==> config.mk <==
export PLATFORM = sky130hd
export DESIGN_NAME = apb_reg_bridge
export DESIGN_NICKNAME = d
export VERILOG_FILES = /design/src/rtl/apb_reg_bridge_pkg.sv /design/src/rtl/apb_addr_check.sv /design/src/rtl/apb_reg_bridge.sv
export SDC_FILE = /design/constraint.sdc
export NUM_CORES = 1
export LEC_CHECK = 0
export ABC_AREA = 1
export CELL_PAD_IN_SITES_DETAIL_PLACEMENT = 1
export CELL_PAD_IN_SITES_GLOBAL_PLACEMENT = 1
export CORE_ASPECT_RATIO = 0.8
export CORE_MARGIN = 4
export CORE_UTILIZATION = 32
export DETAILED_ROUTE_END_ITERATION = 10
export PLACE_DENSITY = 0.93
export SYNTH_ARGS = -nofsm -noshare
export SYNTH_HDL_FRONTEND = slang
export SYNTH_HIERARCHICAL = 1
export SYNTH_SLANG_ARGS = --single-unit
==> constraint.sdc <==
create_clock -name PCLK -period 2.94 [get_ports PCLK]
set_clock_uncertainty 0.05 [all_clocks]
set_input_delay 0.294 -clock PCLK [delete_from_list [all_inputs] [get_ports PCLK]]
set_output_delay 0.294 -clock PCLK [all_outputs]
set_load 0.02 [all_outputs]
==> src/rtl/apb_reg_bridge_pkg.sv <==
// Shared definitions for the APB register-file bridge and future APB slaves:
// default register window, FSM state encoding and APB response codes.
package apb_reg_bridge_pkg;

  localparam logic [15:0] REG_BASE_ADDR = 16'h0100;

  typedef enum logic [1:0] {
    ST_IDLE = 2'd0,
    ST_WAIT = 2'd1,
    ST_DONE = 2'd2
  } state_t;

  localparam logic RESP_OKAY  = 1'b0;
  localparam logic RESP_ERROR = 1'b1;

endpackage

==> src/rtl/apb_addr_check.sv <==
// Combinational address check: flags accesses outside the 16-byte register
// window at BASE_ADDR or not aligned to a 32-bit word.
module apb_addr_check #(
  parameter int unsigned        AW        = 16,
  parameter logic [AW-1:0]      BASE_ADDR = 16'h0100
) (
  input  logic [AW-1:0] addr,
  output logic          err
);

  // Bits [3:2] select the word inside the window and take no part in the check.
  localparam logic [AW-1:0] WIN_MASK   = ~(AW'(4'hC));
  localparam logic [AW-1:0] WIN_EXPECT = BASE_ADDR & ~(AW'(4'hF));

  always_comb begin
    err = ((addr & WIN_MASK) != WIN_EXPECT);
  end

endmodule

==> src/rtl/apb_reg_bridge.sv <==
// APB3 slave front-end for the peripheral register file: converts APB transfers
// into a one-cycle write strobe, registers read data, adds wait states and errors.
module apb_reg_bridge
  import apb_reg_bridge_pkg::*;
#(
  parameter int unsigned   DW          = 32,
  parameter int unsigned   AW          = 16,
  parameter logic [AW-1:0] BASE_ADDR   = AW'(REG_BASE_ADDR),
  parameter int unsigned   WAIT_CYCLES = 0,
  parameter int unsigned   ECW         = 8
) (
  input  logic           PCLK,
  input  logic           PRESET,
  input  logic           PSEL,
  input  logic           PENABLE,
  input  logic           PWRITE,
  input  logic [AW-1:0]  PADDR,
  input  logic [DW-1:0]  PWDATA,
  output logic [DW-1:0]  PRDATA,
  output logic           PREADY,
  output logic           PSLVERR,
  output logic           W_ENABLE,
  output logic [AW-1:0]  ADDR,
  output logic [DW-1:0]  WDATA,
  input  logic [DW-1:0]  RDATA,
  output logic [ECW-1:0] ERR_CNT
);

  state_t     state;
  logic [3:0] cnt;
  logic       wr_q;
  logic       err_q;
  logic       addr_err;

  apb_addr_check #(
    .AW        (AW),
    .BASE_ADDR (BASE_ADDR)
  ) u_addr_check (
    .addr (PADDR),
    .err  (addr_err)
  );

  always_ff @(posedge PCLK) begin
    if (PRESET) begin
      state    <= ST_IDLE;
      cnt      <= '0;
      wr_q     <= 1'b0;
      err_q    <= 1'b0;
      PRDATA   <= '0;
      PREADY   <= 1'b0;
      PSLVERR  <= 1'b0;
      W_ENABLE <= 1'b0;
      ADDR     <= '0;
      WDATA    <= '0;
      ERR_CNT  <= '0;
    end else begin
      case (state)
        ST_IDLE: begin
          if (PSEL && !PENABLE) begin
            ADDR  <= PADDR;
            WDATA <= PWDATA;
            wr_q  <= PWRITE;
            err_q <= addr_err;
            cnt   <= 4'(WAIT_CYCLES);
            state <= ST_WAIT;
          end
        end
        ST_WAIT: begin
          if (!PSEL) begin
            state <= ST_IDLE;
          end else if (cnt != '0) begin
            cnt <= cnt - 4'd1;
          end else if (PENABLE) begin
            state    <= ST_DONE;
            PREADY   <= 1'b1;
            PSLVERR  <= err_q ? RESP_ERROR : RESP_OKAY;
            W_ENABLE <= wr_q & ~err_q;
            PRDATA   <= (!wr_q && !err_q) ? RDATA : '0;
          end
        end
        ST_DONE: begin
          PREADY   <= 1'b0;
          PSLVERR  <= 1'b0;
          W_ENABLE <= 1'b0;
          if (err_q && (ERR_CNT != '1)) begin
            ERR_CNT <= ERR_CNT + 1'b1;
          end
          state <= ST_IDLE;
        end
        default: state <= ST_IDLE;
      endcase
    end
  end

endmodule

==> flow_summary.ini, run 1 <==
[clock_network]
cts_buffers = 9
clock_path_buffers = 2
cts_hold_buf = 0
clk_pin_slew_ns = 0.07
postCtsResizedCells = 0
clk_latency_ns = 0.34
cts_setup_buffers = 0
cts_sinks = 99
cts_tree = done
cts.htree.levels = 3
cts-root-buf = clkbuf_16

[setup_path]
max_stage_delay_ns = 0.47
crit_fanout = 31
required_ns = 3.16
cp_num_buf_inv = 3
cp_cell_sequence = clkdlybuf4s50_1, inv_2, nor2_2, nand2_2, buf_4, nand2_2, nand2_1, nand2_1, a21oi_1
critPathCaptureType = register
arrival_ns = 2.10
crit_slowest_cell = clkdlybuf4s50_1
path_delay_family = buffers and inverters
start_kind = input port
path_class = input port to register

[die]
fp-row-count = 36
coreArea_sq_um = 12300
die_area_sq_um = 14560
die_w_microns = 133.9
start_util_pct = 33.01
die_h_microns = 108.7
io-pin-count = 176

[sta]
worstMarginPinSlew_ns = 0.6265
final-hold-violation-count = 0
setup_ws_ns = 1.057
fin_crit_sh_pct = 64.06
relSlewSlack_pct = 58.17
fin_tns_setup_ns = 0
period_needed_ns = 1.883
fmax_ghz = 0.5310
slew_viol_final = 0
rsz0062_at_grt = no
finalSetupViolCount = 0

[final_layout]
n_antenna_cell = 0
drive_above_1_share_pct = 9.361
fin_cells = 844
area_growth_pct = 53.21
nets = 756
final_common_cell = clkdlybuf4s50_1
layout_common_cells = clkdlybuf4s50_1 (175), nor2_1 (128), dfxtp_1 (99), nand2_1 (99), o21ai_0 (52)

[synthesis]
synth_top_area_share_pct = 48.83
ys_types = 28
synthFlopType = dfxtp_1
syn_area_sq_um = 4059
avgSynthCellArea_sq_um = 8.006
ys_seq_elements = 99
ys_top_cells_by_area = dfxtp_1 (49%), nor2_1 (12%), nand2_1 (9.2%), o22ai_2 (8.6%), o21ai_0 (6.4%)
synth_edf_count = 0
syn_inst = 507
synth_nets = 595
yosysSeqAreaShare_pct = 48.83
yosysWarnings = 6
synthArstFlopShare_pct = 0
synth_top_area_cell = dfxtp_1

[place]
dpl.hpwl_microns = 9794
place_ws_ns = 0.7005
dp_cells = 828
globalplace.congestion = 0.7197
port_buffers = 175

[route]
wl_per_cell_microns = 15.44
firstDrtPassIters = 4
viasPerCell = 4.701
initialDrtViolationCount = 159
vias = 3968
drtAntennaViolNets = 0
detail_route.drc_violations = 0
drt-total-wl_microns = 13030

[power_and_ir_drop]
peakVddDrop_mv = 0.3071
power_uw = 3183
p_leak_uw = 0.002405
p_per_area_nw_per_um2 = 511.9

[outcome]
status = finished, final reports clean

[grt]
grt.overflow.total = 0
antenna_found_initial = 0
grt_first_pass_wirelength_microns = 21020
grtUsageTotal_pct = 17.80
grt_pass1_vias = 4249
grt_max_degree = 62

[min_path]
hold_class = register to register

[flow_run]
drv_cap = 0
-- power by group --
group          internal, uW  switching, uW
clock                   744            498
combinational           253            257
sequential             1400           34.9
-- registers in the layout (all words and copies together), names as in the netlist, 2 cells and up --
signal,flops
PRDATA,32
WDATA,32
ADDR,16
ERR_CNT,8
cnt,4
state,2
-- worst register-to-register path, cell delays in order (launching register included) --
cell and delay [ns]:
dfxtp_1 0.43, nor2_1 0.10, nand2_2 0.34, buf_4 0.38
nand2_2 0.16, nand2_1 0.14, nand2_1 0.07, a21oi_1 0.14
-- worst paths after layout --
| kind | start | end | slack (ns) | cells after the start |
|---|---|---|---|---|
| worst max-delay path | PSEL | cnt[2] | 1.06 | 9 |
| worst min-delay path | WDATA[17] | WDATA[17] | 0.43 | 2 |
| worst max register to register | state[1] | cnt[2] | 1.06 | 7 |
| worst min register to register | WDATA[17] | WDATA[17] | 0.43 | 2 |
-- Yosys cell counts, types with 3 or more instances --
cell	instances
dfxtp_1	99
nor2_1	129
buf_2	10
nor3_1	4
buf_4	3
clkbuf_1	10
xor2_1	5
nor2_2	3
nand3_1	10
o22ai_2	28
inv_2	4
o22ai_1	4
buf_6	6
nand2_1	99
o21ai_0	52
inv_1	16
a21oi_1	8
ha_1	3
-- final cells by class --
type	instances	area [sq um]
Inverter	20	75.07
Tap cell	171	214.0
Timing Repair Buffer	180	1814
Sequential cell	99	1982
Fill cell	1457	6078
Multi-Input combinational cell	358	1823
Clock inverter	5	77.57
Clock buffer	11	232.7
-- metal layers --
metal / global-route usage, % / up-vias / wire (microns)
met3: 5.397 / 15 / 830
met2: 33.02 / 112 / 6762
met1: 19.87 / 1891 / 5249
met4: 4.993 / 0 / 186
li1: - / 1950 / -
met5: 0 / - / 0
-- cell families after synthesis --
family / Yosys count / share of synthesized area [%]
AND/OR/NAND/NOR: 257 / 26.02
flip-flops: 99 / 48.83
AO/OA/AOI/OAI: 93 / 16.83
buffers and inverters: 50 / 6.319
XOR/XNOR: 5 / 1.079
adder cells (fa/ha/maj): 3 / 0.9249
-- metrics by stage --
| step | cell area [sq um] | hold slack [ns] | util [%] |
|---|---|---|---|
| detailed placement | 5908 | 0.4225 | 48.05 |
| floorplan | 4059 | 0.3131 | - |
| finish | 6218 | 0.4340 | 50.57 |
| CTS | 6218 | 0.4379 | 50.57 |
| global placement | 5908 | 0.4144 | 48.05 |
| global route | 6218 | 0.4575 | 50.57 |
Note: power is estimated with default switching activity, not from simulation.
==> inputs of run 2 (changes only) <==
--- a/config.mk
+++ b/config.mk
@@ -10,9 +10,9 @@
 export CELL_PAD_IN_SITES_GLOBAL_PLACEMENT = 1
 export CORE_ASPECT_RATIO = 0.8
 export CORE_MARGIN = 4
-export CORE_UTILIZATION = 32
+export CORE_UTILIZATION = 30
 export DETAILED_ROUTE_END_ITERATION = 10
-export PLACE_DENSITY = 0.93
+export PLACE_DENSITY = 0.89
 export SYNTH_ARGS = -nofsm -noshare
 export SYNTH_HDL_FRONTEND = slang
 export SYNTH_HIERARCHICAL = 1
==> constraint.sdc (replaced) <==
create_clock -name PCLK -period 1.9 [get_ports PCLK]
set_clock_uncertainty 0.05 [all_clocks]
set_input_delay 0.19 -clock PCLK [delete_from_list [all_inputs] [get_ports PCLK]]
set_output_delay 0.19 -clock PCLK [all_outputs]
set_load 0.02 [all_outputs]
==> run 2 against run 1 <==
Effect of this change:
- final area is 1.5% higher
- global-route usage is 0.89 points lower
- sequential share of layout area is 0.49 points lower
- hold slack worse by 0.064 ns
- clock power is 53% higher
- non-clock buffer count is 7 higher
- critical endpoint is now ERR_CNT[5]
- highest routed layer unchanged
==> flow_summary.ini, run 2 (synthesized netlist as in run 1, its figures left out) <==
[route]
firstDrtPassIters = 4
drtAntennaViolNets = 0
viasPerCell = 4.637
initialDrtViolationCount = 86
detail_route.drc_violations = 0
drt-total-wl_microns = 13090
vias = 3965
wl_per_cell_microns = 15.31

[power_and_ir_drop]
seq_power_share_pct = 45.1
switching_power_uw = 1284
p_int_uw = 3635
netSwitchingFraction_pct = 26.09
peakVddDrop_mv = 0.4556
p_per_area_nw_per_um2 = 779.0
power_frac_clock_pct = 38.7
comb_power_share_pct = 16.3
p_leak_uw = 0.002451

[die]
fp-row-count = 37
start_util_pct = 31.09
coreArea_sq_um = 13060
die_w_microns = 138.0
die_h_microns = 112.0
die_area_sq_um = 15470
io-pin-count = 176

[setup_path]
crit_slowest_cell = clkdlybuf4s50_1
startpoint = ERR_CNT[5]
arrival_ns = 1.44
cp_num_buf_inv = 1
r2r_end = ERR_CNT[2]
required_ns = 1.66
cp_cell_sequence = clkdlybuf4s50_1
start_kind = register
crit_fanout = 5
r2r_slack_ns = 0.35
max_stage_delay_ns = 0.65
crit_end = ERR_CNT[5]
worstRegToRegCells = 7
r2r-start = ERR_CNT[0]
critPathCaptureType = primary output
path_delay_family = buffers and inverters
path_class = register to primary output
cp.depth = 1

[grt]
grt_first_pass_wirelength_microns = 21690
grt_max_degree = 36
antenna_found_initial = 0
grtUsageTotal_pct = 16.91
grt.overflow.total = 0
grt_pass1_vias = 4345

[sta]
period_needed_ns = 1.678
rsz0062_at_grt = no
worstMarginPinSlew_ns = 0.3230
finalSetupViolCount = 0
fin_crit_sh_pct = 88.33
hold-worst-slack_ns = 0.3704
relSlewSlack_pct = 78.46
slew_viol_final = 0
final-hold-violation-count = 0
fin_tns_setup_ns = 0
fmax_ghz = 0.5959

[clock_network]
clk_latency_ns = 0.35
cts-root-buf = clkbuf_16
cts_sinks = 99
cts.htree.levels = 3
cts_hold_buf = 0
cts_tree = done
cts_buffers = 9
postCtsResizedCells = 0
cts_setup_buffers = 0
clk_pin_slew_ns = 0.07
clock_path_buffers = 2

[final_layout]
n_antenna_cell = 0
drive_above_1_share_pct = 10.59
nets = 763
fin_cells = 855
area_growth_pct = 55.58
layout_common_cells = clkdlybuf4s50_1 (175), nor2_1 (128), dfxtp_1 (99), nand2_1 (99), o21ai_0 (52)
final_util_pct = 48.37
final_common_cell = clkdlybuf4s50_1
reg_top3 = PRDATA (32), WDATA (32), ADDR (16)

[flow_run]
drv_cap = 0

[min_path]
hold_class = input port to register

[place]
dp_cells = 839
dpl.hpwl_microns = 10030
port_buffers = 175
globalplace.congestion = 0.7804

[outcome]
status = finished, final reports clean
-- run 2: final cells by class --
class,instances,area (sq um)
clock buffer,10,239.0
sequential,99,1982
tap,175,219.0
fill,1531,6740
multi-input combinational,358,1823
timing repair buffer,187,1904
clock inverter,6,72.57
inverter,20,75.07
-- run 2: worst min-delay path by stage --
stage                      end  slack (ns)  depth (start not counted)  startpoint
floorplan             W_ENABLE        0.21                          1      PRESET
global placement     WDATA[27]        0.42                          2   WDATA[27]
detailed placement      cnt[1]        0.43                          2      cnt[1]
CTS                 PRDATA[22]        0.35                          3   RDATA[22]
global route        PRDATA[29]        0.37                          3   RDATA[29]
finish               PRDATA[5]        0.37                          3    RDATA[5]
-- run 2: stage by stage --
| step | total power [uW] | area (sq um) | setup WS, ns |
|---|---|---|---|
| finish | 4919 | 6315 | 0.2218 |
| global route | 5148 | 6315 | 0.1665 |
| CTS | 4995 | 6315 | 0.1912 |
| detailed placement | 3074 | 6003 | 0.1555 |
| global placement | 3038 | 6003 | 0.2435 |
| floorplan | 2634 | 4059 | 0.4063 |
-- run 2: power by group through the flow --
stage	clock network, uW	logic, uW	registers [uW]
final	1900	799	2220
after global routing	2050	871	2230
after CTS	1970	812	2220
after detailed placement	0	808	2270
after global placement	0	780	2260
after floorplan	0	284	2350
-- run 2: per-layer routing --
layer,share of wire (%),track usage [%],up-vias
met5,0,0,-
met4,1.6,5.332,0
li1,-,-,1970
met2,52,30.62,103
met1,42,19.35,1875
met3,4.7,4.813,17
